**config.mk**
```make
export PLATFORM = sky130hd
export DESIGN_NAME = hba_serial_bridge_flat
export DESIGN_NICKNAME = d
export VERILOG_FILES = /design/src/rtl/hba_serial_bridge_if.sv /design/src/rtl/hba_serial_bridge.sv /design/src/flat_wrapper.sv
export SDC_FILE = /design/constraint.sdc
export NUM_CORES = 1
export LEC_CHECK = 0
export CORE_ASPECT_RATIO = 0.75
export CORE_MARGIN = 10
export CORE_UTILIZATION = 51
export DETAILED_ROUTE_END_ITERATION = 12
export PLACE_DENSITY = 0.73
export SETUP_SLACK_MARGIN = 0.3
export SLEW_MARGIN = 10
export SYNTH_ARGS = -nofsm -noshare
export SYNTH_HDL_FRONTEND = slang
export SYNTH_SLANG_ARGS = --single-unit
```
**constraint.sdc**
```tcl
create_clock -name hba_clk -period 2.95 [get_ports hba_clk]
set_input_delay 0.885 -clock hba_clk [delete_from_list [all_inputs] [get_ports hba_clk]]
set_output_delay 0.885 -clock hba_clk [all_outputs]
set_load 0.01 [all_outputs]
```
**src/rtl/hba_serial_bridge_if.sv**
```systemverilog
// rtl/hba_serial_bridge_if.sv - byte-stream and HBA bus signal bundle for hba_serial_bridge
// Ports (master = bridge side):
//   rx_data/rx_valid -> bridge, rx_ready <- bridge          received byte stream
//   tx_data/tx_valid <- bridge, tx_ready -> bridge          transmitted byte stream
//   hba_mgrant/hba_xferack/hba_dbus -> bridge               arbiter grant, slave ack, read data
//   master_request/abus/rnw/select/dbus <- bridge           bus request and transfer fields
//   busy <- bridge                                          bridge is not idle
interface hba_serial_bridge_if #(
  parameter int DBUS_WIDTH        = 8,
  parameter int PERIPH_ADDR_WIDTH = 4,
  parameter int REG_ADDR_WIDTH    = 8
);
  logic [7:0]                                  rx_data;
  logic                                        rx_valid;
  logic                                        rx_ready;
  logic [7:0]                                  tx_data;
  logic                                        tx_valid;
  logic                                        tx_ready;
  logic                                        hba_mgrant;
  logic                                        hba_xferack;
  logic [DBUS_WIDTH-1:0]                       hba_dbus;
  logic                                        master_request;
  logic [PERIPH_ADDR_WIDTH+REG_ADDR_WIDTH-1:0] master_abus;
  logic                                        master_rnw;
  logic                                        master_select;
  logic [DBUS_WIDTH-1:0]                       master_dbus;
  logic                                        busy;

  modport master (
    input  rx_data, rx_valid, tx_ready, hba_mgrant, hba_xferack, hba_dbus,
    output rx_ready, tx_data, tx_valid, master_request, master_abus,
           master_rnw, master_select, master_dbus, busy
  );

  modport slave (
    output rx_data, rx_valid, tx_ready, hba_mgrant, hba_xferack, hba_dbus,
    input  rx_ready, tx_data, tx_valid, master_request, master_abus,
           master_rnw, master_select, master_dbus, busy
  );
endinterface

```
**src/rtl/hba_serial_bridge.sv**
```systemverilog
// rtl/hba_serial_bridge.sv - byte-stream framed command to HBA burst bus master bridge
// Ports:
//   hba_clk      in  clock
//   hba_reset_n  in  asynchronous active-low reset
//   bus          hba_serial_bridge_if.master: rx/tx byte streams, HBA grant/ack/read data,
//                request/select/address/rnw/write data, busy
// Frame: CMD{rnw,fixed,-,periph}, RA, LEN, then LEN+1 data bytes for writes.
// Reads echo CMD/RA/LEN, return LEN+1 bytes, then a status byte (0xAC ok, 0x56 error).
module hba_serial_bridge #(
  parameter int DBUS_WIDTH        = 8,
  parameter int PERIPH_ADDR_WIDTH = 4,
  parameter int REG_ADDR_WIDTH    = 8,
  parameter int BUS_TIMEOUT       = 255,
  parameter int RX_IDLE_TIMEOUT   = 65535
) (
  input logic                 hba_clk,
  input logic                 hba_reset_n,
  hba_serial_bridge_if.master bus
);
  localparam int BTW = $clog2(BUS_TIMEOUT + 1);
  localparam int RTW = $clog2(RX_IDLE_TIMEOUT + 1);
  localparam int AW  = PERIPH_ADDR_WIDTH + REG_ADDR_WIDTH;

  typedef enum logic [3:0] {
    IDLE, GET_RA, GET_LEN, ECHO_CMD, ECHO_RA, ECHO_LEN,
    GET_DATA, BUS_REQ, BUS_XFER, SEND_DATA, STATUS
  } state_t;

  state_t                    state, next_state;
  logic [7:0]                cmd_q, len_q;
  logic [REG_ADDR_WIDTH-1:0] ra_q;
  logic [8:0]                cnt_q;
  logic [DBUS_WIDTH-1:0]     wdata_q, rdata_q;
  logic                      err_q, req_q, rdy_en_q;
  logic                      sel_q, rnw_q;
  logic [AW-1:0]             abus_q;
  logic [DBUS_WIDTH-1:0]     dbus_q;
  logic [BTW-1:0]            bus_tmr;
  logic [RTW-1:0]            rx_tmr;

  logic rx_hs, tx_hs, rx_wait, rx_to, ack, bus_to, xfer_done;

  assign rx_hs     = bus.rx_valid & bus.rx_ready;
  assign tx_hs     = bus.tx_valid & bus.tx_ready;
  assign rx_wait   = (state == GET_RA) || (state == GET_LEN) || (state == GET_DATA);
  assign rx_to     = rx_wait && !rx_hs && (rx_tmr == RTW'(RX_IDLE_TIMEOUT - 1));
  // Ack only counts while select is actually driven; it beats a same-cycle timeout.
  assign ack       = (state == BUS_XFER) && sel_q && bus.hba_xferack;
  assign bus_to    = (state == BUS_XFER) && sel_q && !bus.hba_xferack &&
                     (bus_tmr == BTW'(BUS_TIMEOUT - 1));
  assign xfer_done = ack || bus_to;

  always_ff @(posedge hba_clk or negedge hba_reset_n) begin
    if (!hba_reset_n) state <= IDLE;
    else              state <= next_state;
  end

  always_comb begin
    next_state = state;
    case (state)
      IDLE:      if (rx_hs) next_state = GET_RA;
      GET_RA:    if (rx_hs) next_state = GET_LEN;
                 else if (rx_to) next_state = IDLE;
      GET_LEN:   if (rx_hs) next_state = cmd_q[7] ? ECHO_CMD : GET_DATA;
                 else if (rx_to) next_state = IDLE;
      ECHO_CMD:  if (tx_hs) next_state = ECHO_RA;
      ECHO_RA:   if (tx_hs) next_state = ECHO_LEN;
      ECHO_LEN:  if (tx_hs) next_state = BUS_REQ;
      GET_DATA:  if (rx_hs) next_state = BUS_REQ;
                 else if (rx_to) next_state = IDLE;
      BUS_REQ:   if (bus.hba_mgrant) next_state = BUS_XFER;
      BUS_XFER:  if (xfer_done) begin
                   if (cmd_q[7])            next_state = SEND_DATA;
                   else if (cnt_q == 9'd1)  next_state = STATUS;
                   else                     next_state = GET_DATA;
                 end
      SEND_DATA: if (tx_hs) next_state = (cnt_q == 9'd0) ? STATUS : BUS_REQ;
      STATUS:    if (tx_hs) next_state = IDLE;
      default:   next_state = IDLE;
    endcase
  end

  always_comb begin
    bus.rx_ready = 1'b0;
    bus.tx_valid = 1'b0;
    bus.tx_data  = 8'h00;
    case (state)
      // rdy_en_q keeps rx_ready low while reset is asserted even though IDLE accepts bytes.
      IDLE, GET_RA, GET_LEN, GET_DATA: bus.rx_ready = rdy_en_q;
      ECHO_CMD:  begin bus.tx_valid = 1'b1; bus.tx_data = cmd_q;   end
      ECHO_RA:   begin bus.tx_valid = 1'b1; bus.tx_data = ra_q;    end
      ECHO_LEN:  begin bus.tx_valid = 1'b1; bus.tx_data = len_q;   end
      SEND_DATA: begin bus.tx_valid = 1'b1; bus.tx_data = rdata_q; end
      STATUS:    begin bus.tx_valid = 1'b1; bus.tx_data = err_q ? 8'h56 : 8'hAC; end
      default:   ;
    endcase
  end

  assign bus.busy           = (state != IDLE);
  assign bus.master_request = req_q;
  assign bus.master_select  = sel_q;
  assign bus.master_abus    = abus_q;
  assign bus.master_rnw     = rnw_q;
  assign bus.master_dbus    = dbus_q;

  always_ff @(posedge hba_clk or negedge hba_reset_n) begin
    if (!hba_reset_n) begin
      cmd_q <= '0; len_q <= '0; ra_q <= '0; cnt_q <= '0;
      wdata_q <= '0; rdata_q <= '0; err_q <= 1'b0; req_q <= 1'b0; rdy_en_q <= 1'b0;
      sel_q <= 1'b0; rnw_q <= 1'b0; abus_q <= '0; dbus_q <= '0;
      bus_tmr <= '0; rx_tmr <= '0;
    end else begin
      rdy_en_q <= 1'b1;
      rx_tmr   <= (rx_wait && !rx_hs) ? rx_tmr + 1'b1 : '0;

      if (state == IDLE && rx_hs)     begin cmd_q <= bus.rx_data; err_q <= 1'b0; end
      if (state == GET_RA && rx_hs)   ra_q <= bus.rx_data;
      if (state == GET_LEN && rx_hs)  begin len_q <= bus.rx_data; cnt_q <= {1'b0, bus.rx_data} + 9'd1; end
      if (state == GET_DATA && rx_hs) wdata_q <= bus.rx_data;

      // Request is held across the whole burst, including the gaps spent collecting write bytes.
      if (next_state == BUS_REQ)                           req_q <= 1'b1;
      else if (next_state == STATUS || next_state == IDLE) req_q <= 1'b0;

      if (state == BUS_XFER) begin
        if (!sel_q) begin
          sel_q   <= 1'b1;
          abus_q  <= {cmd_q[PERIPH_ADDR_WIDTH-1:0], ra_q};
          rnw_q   <= cmd_q[7];
          dbus_q  <= cmd_q[7] ? '0 : wdata_q;
          bus_tmr <= '0;
        end else if (xfer_done) begin
          sel_q   <= 1'b0;
          abus_q  <= '0;
          rnw_q   <= 1'b0;
          dbus_q  <= '0;
          rdata_q <= ack ? bus.hba_dbus : '0;
          if (bus_to) err_q <= 1'b1;
          cnt_q   <= cnt_q - 9'd1;
          if (!cmd_q[6]) ra_q <= ra_q + 1'b1;
        end else begin
          bus_tmr <= bus_tmr + 1'b1;
        end
      end
    end
  end
endmodule
```
**src/flat_wrapper.sv**
```systemverilog
// flat-port wrapper written by rule: the top's interface ports become plain ports
module hba_serial_bridge_flat 
#(
  parameter int DBUS_WIDTH        = 8,
  parameter int PERIPH_ADDR_WIDTH = 4,
  parameter int REG_ADDR_WIDTH    = 8,
  parameter int BUS_TIMEOUT       = 255,
  parameter int RX_IDLE_TIMEOUT   = 65535
)
  (hba_clk, hba_reset_n, bus_rx_data, bus_rx_valid, bus_tx_ready, bus_hba_mgrant, bus_hba_xferack, bus_hba_dbus, bus_rx_ready, bus_tx_data, bus_tx_valid, bus_master_request, bus_master_abus, bus_master_rnw, bus_master_select, bus_master_dbus, bus_busy);
  hba_serial_bridge_if #(.DBUS_WIDTH(DBUS_WIDTH), .PERIPH_ADDR_WIDTH(PERIPH_ADDR_WIDTH), .REG_ADDR_WIDTH(REG_ADDR_WIDTH)) bus_i ();
  input logic hba_clk;
  input logic hba_reset_n;
  input wire logic [$bits(bus_i.rx_data)-1:0] bus_rx_data;
  input wire logic [$bits(bus_i.rx_valid)-1:0] bus_rx_valid;
  input wire logic [$bits(bus_i.tx_ready)-1:0] bus_tx_ready;
  input wire logic [$bits(bus_i.hba_mgrant)-1:0] bus_hba_mgrant;
  input wire logic [$bits(bus_i.hba_xferack)-1:0] bus_hba_xferack;
  input wire logic [$bits(bus_i.hba_dbus)-1:0] bus_hba_dbus;
  output wire logic [$bits(bus_i.rx_ready)-1:0] bus_rx_ready;
  output wire logic [$bits(bus_i.tx_data)-1:0] bus_tx_data;
  output wire logic [$bits(bus_i.tx_valid)-1:0] bus_tx_valid;
  output wire logic [$bits(bus_i.master_request)-1:0] bus_master_request;
  output wire logic [$bits(bus_i.master_abus)-1:0] bus_master_abus;
  output wire logic [$bits(bus_i.master_rnw)-1:0] bus_master_rnw;
  output wire logic [$bits(bus_i.master_select)-1:0] bus_master_select;
  output wire logic [$bits(bus_i.master_dbus)-1:0] bus_master_dbus;
  output wire logic [$bits(bus_i.busy)-1:0] bus_busy;
  assign bus_i.rx_data = bus_rx_data;
  assign bus_i.rx_valid = bus_rx_valid;
  assign bus_i.tx_ready = bus_tx_ready;
  assign bus_i.hba_mgrant = bus_hba_mgrant;
  assign bus_i.hba_xferack = bus_hba_xferack;
  assign bus_i.hba_dbus = bus_hba_dbus;
  assign bus_rx_ready = bus_i.rx_ready;
  assign bus_tx_data = bus_i.tx_data;
  assign bus_tx_valid = bus_i.tx_valid;
  assign bus_master_request = bus_i.master_request;
  assign bus_master_abus = bus_i.master_abus;
  assign bus_master_rnw = bus_i.master_rnw;
  assign bus_master_select = bus_i.master_select;
  assign bus_master_dbus = bus_i.master_dbus;
  assign bus_busy = bus_i.busy;
  hba_serial_bridge #(.DBUS_WIDTH(DBUS_WIDTH), .PERIPH_ADDR_WIDTH(PERIPH_ADDR_WIDTH), .REG_ADDR_WIDTH(REG_ADDR_WIDTH), .BUS_TIMEOUT(BUS_TIMEOUT), .RX_IDLE_TIMEOUT(RX_IDLE_TIMEOUT)) u_core (.hba_clk(hba_clk), .hba_reset_n(hba_reset_n), .bus(bus_i));
endmodule
```
==> impl_metrics.yaml, run 1 <==
status:
  status: "completed"
worst_setup_path:
  cp-end-kind: "output pin"
  cpLargestDelayFamily: "flip-flops"
  path_max_fanout: 5
  criticalPathCategory: "reg -> out"
  critPathSlowestCell: "sky130_fd_sc_hd__dfrtp_2"
  timing.critical_path.required_ns: 2.07
  timing.critical_path.from_type: "flip-flop"
  worstPathBufferInverterCount: 3
  crit_arrival_ns: 1.83
  cp_slowest_stage_delay_ns: 0.44
  cp_cell_sequence: "buf_12, buf_4, mux2i_4, nor2_1, a211o_1, buf_6"
synth:
  synth_edf_count: 0
  yosys.cell_types.count: 59
  post_synth_inst_count: 583
  yosysWarnings: 0
  most_used_flip_flop_cell_after_synthesis: "sky130_fd_sc_hd__dfrtp_1"
  synth_nets: 614
  yosys_register_bits: 102
  share_of_synthesized_flip_flops_with_an_asynchronous_set_or_reset_pct: 100
  yosysSeqAreaShare_pct: 47.9
  avgSynthCellArea_sq_um: 9.14
  syn_area_sq_mm: 0.00533
cts:
  clk_path_buf_depth: 2
  cts_sinks: 102
  cts.htree.levels: 3
  clk_root_buffer_cell: "sky130_fd_sc_hd__clkbuf_16"
  clk_pin_slew_ns: 0.07
  clock_network_latency_to_the_later_pin_of_the_worst_skew_pair_ns: 0.35
  ctsHoldBuffers: 0
  cts_made_buffers: 9
  tritoncts_clock_tree: "yes"
place:
  placed_cells: 781
  detailed_place_hpwl_mm: 10.5
  dpl_cell_area_sq_mm: 0.00623
  final_gp_congestion: 0.938
  numPortBuffers: 55
run:
  max-cap-violations: 0
timing:
  rsz0062_at_grt: "yes"
  timing.max_slew.rel_slack_pct: 61.9
  timing_worst_slew_pin_value_ns: 0.569
  timing.fmax_ghz: 0.369
  final.min_clock_period_ns: 2.71
  fin_worst_skew_ns: 0.00620
  hold_violations: 0
  setup_total_negative_slack_ns: 0
  timing.final.max_slew_violations: 0
  finalCritPeriodShare_pct: 91.9
  setup-violations-final: 0
drt:
  drt-vias-per-instance: 5.79
  initialDrtViolationCount: 499
  route.vias.total: 4669
  wl_per_cell_um: 18.2
  route.antenna.remaining_nets: 0
  totalWireLength_mm: 14.7
  drcViolationCount: 0
  firstDrtPassIters: 5
final_layout:
  antennaDiodeCount: 0
  layout.cells.most_common: "sky130_fd_sc_hd__nand2_1"
  final_cell_mix: "sky130_fd_sc_hd__nand2_1, sky130_fd_sc_hd__dfrtp_1, sky130_fd_sc_hd__nor2_1, sky130_fd_sc_hd__clkdlybuf4s50_1, sky130_fd_sc_hd__buf_4"
  area_growth_pct: 27.0
  num-nets-final: 697
  post_route_design_area_sq_mm: 0.00677
  fraction_of_layout_cells_with_a_size_suffix_above_1_pct: 19.5
  layoutNonFillerInstCount: 807
floorplan:
  rows: 32
  die_x_um: 138
  core_sq_mm: 0.0102
  die_area_sq_mm: 0.0150
  floorplan.die.height_um: 109
  boundaryPins: 56
  start_util_pct: 52.0
pwr:
  pwr-share-comb_pct: 42.5
  intPower_mw: 4.00
  clkPwrFrac_pct: 19.1
  ir_worst_vdd_mv: 0.455
  p_total_mw: 6.42
  power.net_switching_mw: 2.42
  sequentialPowerShare_pct: 38.4
  power.share.switching_pct: 37.7
  power_density_mw_per_mm2: 949
  power.static_leakage_nw: 2.96
global_routing:
  globalRouteTotalUtil_pct: 19.1
  grt_pass1_vias: 4552
  grt_first_pass_wirelength_mm: 23.6
  globalRouteOverflowTotal: 0
  pin_count_of_the_biggest_net_entering_global_routing: 47
  antenna_violations_before_repair: 0
worst_hold_path:
  worstHoldPathType: "reg -> reg"
==> what timing repair did <==
item                       in CTS  in global routing
pin swaps                       1                  3
gates resized for setup        43                 32
setup endpoints to repair      11                 13
gates cloned                    0                  1
setup buffers                   5                  4
==> through the flow <==
step                utilization (%)  hold slack [ns]  worst slack [ns]
finish                         66.0            0.478             0.239
global route                   66.0            0.497             0.217
CTS                            65.2            0.485             0.150
detailed placement             60.8            0.467            0.0625
global placement               60.8            0.462            0.0754
floorplan                         -            0.445             0.387
==> worst reg2reg max path: cells and delay by family (launching register included) <==
kind | cells | cell delay [ns]
and+or+nand+nor | 5 | 1.35
buffers and inverters | 3 | 0.57
DFF | 1 | 0.46
AOI/OAI and AO/OA | 1 | 0.12
==> routing by layer <==
metal	wire (um)	track usage (%)
met3	864	4.34
met4	157	3.90
met5	0	0
met1	6690	25.4
met2	6940	31.4
==> synthesized netlist by cell type (4+ instances only) <==
| cell | n | share of area (%) |
|---|---|---|
| sky130_fd_sc_hd__or3_1 | 4 | 0.47 |
| sky130_fd_sc_hd__and2_1 | 4 | 0.47 |
| sky130_fd_sc_hd__mux2i_1 | 13 | 2.4 |
| sky130_fd_sc_hd__dfrtp_1 | 102 | 48 |
| sky130_fd_sc_hd__nor3_1 | 11 | 1.0 |
| sky130_fd_sc_hd__clkbuf_1 | 22 | 1.5 |
| sky130_fd_sc_hd__nor2_1 | 50 | 3.5 |
| sky130_fd_sc_hd__xnor2_1 | 8 | 1.3 |
| sky130_fd_sc_hd__a21oi_1 | 24 | 2.3 |
| sky130_fd_sc_hd__nand2b_1 | 8 | 0.94 |
| sky130_fd_sc_hd__inv_1 | 14 | 0.99 |
| sky130_fd_sc_hd__nand4_1 | 11 | 1.3 |
| sky130_fd_sc_hd__ha_1 | 9 | 2.1 |
| sky130_fd_sc_hd__o21ai_0 | 41 | 3.8 |
| sky130_fd_sc_hd__a22o_1 | 9 | 1.5 |
| sky130_fd_sc_hd__xor2_1 | 17 | 2.8 |
| sky130_fd_sc_hd__a211o_1 | 4 | 0.66 |
| sky130_fd_sc_hd__a311oi_1 | 4 | 0.66 |
| sky130_fd_sc_hd__and3_1 | 9 | 1.1 |
| sky130_fd_sc_hd__nand2_1 | 112 | 7.9 |
| sky130_fd_sc_hd__nand3_1 | 25 | 2.3 |
| sky130_fd_sc_hd__o22ai_1 | 6 | 0.70 |
| sky130_fd_sc_hd__buf_1 | 5 | 0.35 |
| sky130_fd_sc_hd__mux2_2 | 16 | 3.4 |
==> area by class of cell <==
class	instances	area, sq um
timing repair buffer	104	953
multi-input combinational	435	2730
clock inverter	6	71.3
sequential	102	2560
fill	857	3480
clock buffer	10	239
inverter	14	52.6
tap	136	170
==> power by group through the flow <==
stage / sequential (mW) / combinational [mW] / clock, mW
finish: 2.47 / 2.73 / 1.23
global route: 2.54 / 2.95 / 1.31
CTS: 2.43 / 2.59 / 1.25
detailed placement: 2.41 / 2.46 / 0
global placement: 2.39 / 2.42 / 0
floorplan: 2.35 / 1.36 / 0
==> cells by family (layout without fill, tap and decap cells) <==
family / after synthesis / in the layout / synth area share [%]
AND/OR/NAND/NOR: 255 / 255 / 22.5
AO/OA/AOI/OAI: 116 / 116 / 14.0
flip-flops: 102 / 102 / 47.9
buffers and inverters: 46 / 134 / 3.45
multiplexers: 29 / 29 / 5.82
XOR/XNOR: 25 / 25 / 4.11
adder cells (fa/ha/maj): 9 / 9 / 2.11
other: 1 / 1 / 0.0704
==> flip-flops by register name, indices dropped and copies added, names as in the netlist, 4 cells and up <==
name                    cells
u_core.bus.master_abus     12
u_core.bus.master_dbus      8
u_core.bus_tmr              8
u_core.cmd_q                8
u_core.cnt_q                9
u_core.len_q                8
u_core.ra_q                 8
u_core.rdata_q              8
u_core.rx_tmr              16
u_core.state                4
u_core.wdata_q              8
==> final timing paths <==
path | startpoint | end | slack (ns) | cells after the start
setup / recovery | u_core.state[0] | bus_tx_data[6] | 0.24 | 6
hold / removal | u_core.bus.master_dbus[5] | u_core.bus.master_dbus[5] | 0.48 | 2
max in group asynchronous | hba_reset_n | u_core.rx_tmr[11] | 1.77 | 2
setup reg to reg | u_core.state[0] | u_core.ra_q[6] | 0.38 | 9
hold reg to reg | u_core.bus.master_dbus[5] | u_core.bus.master_dbus[5] | 0.48 | 2
min in group asynchronous | hba_reset_n | u_core.bus.master_abus[6] | 0.51 | 1
(Power assumes the default switching activity.)
==> inputs of run 2 (changes only) <==
- CTS_CLUSTER_DIAMETER: not set -> 150
==> results of run 2 <==
Same layout as run 1: the final DEF is identical, and so are final timing and power.
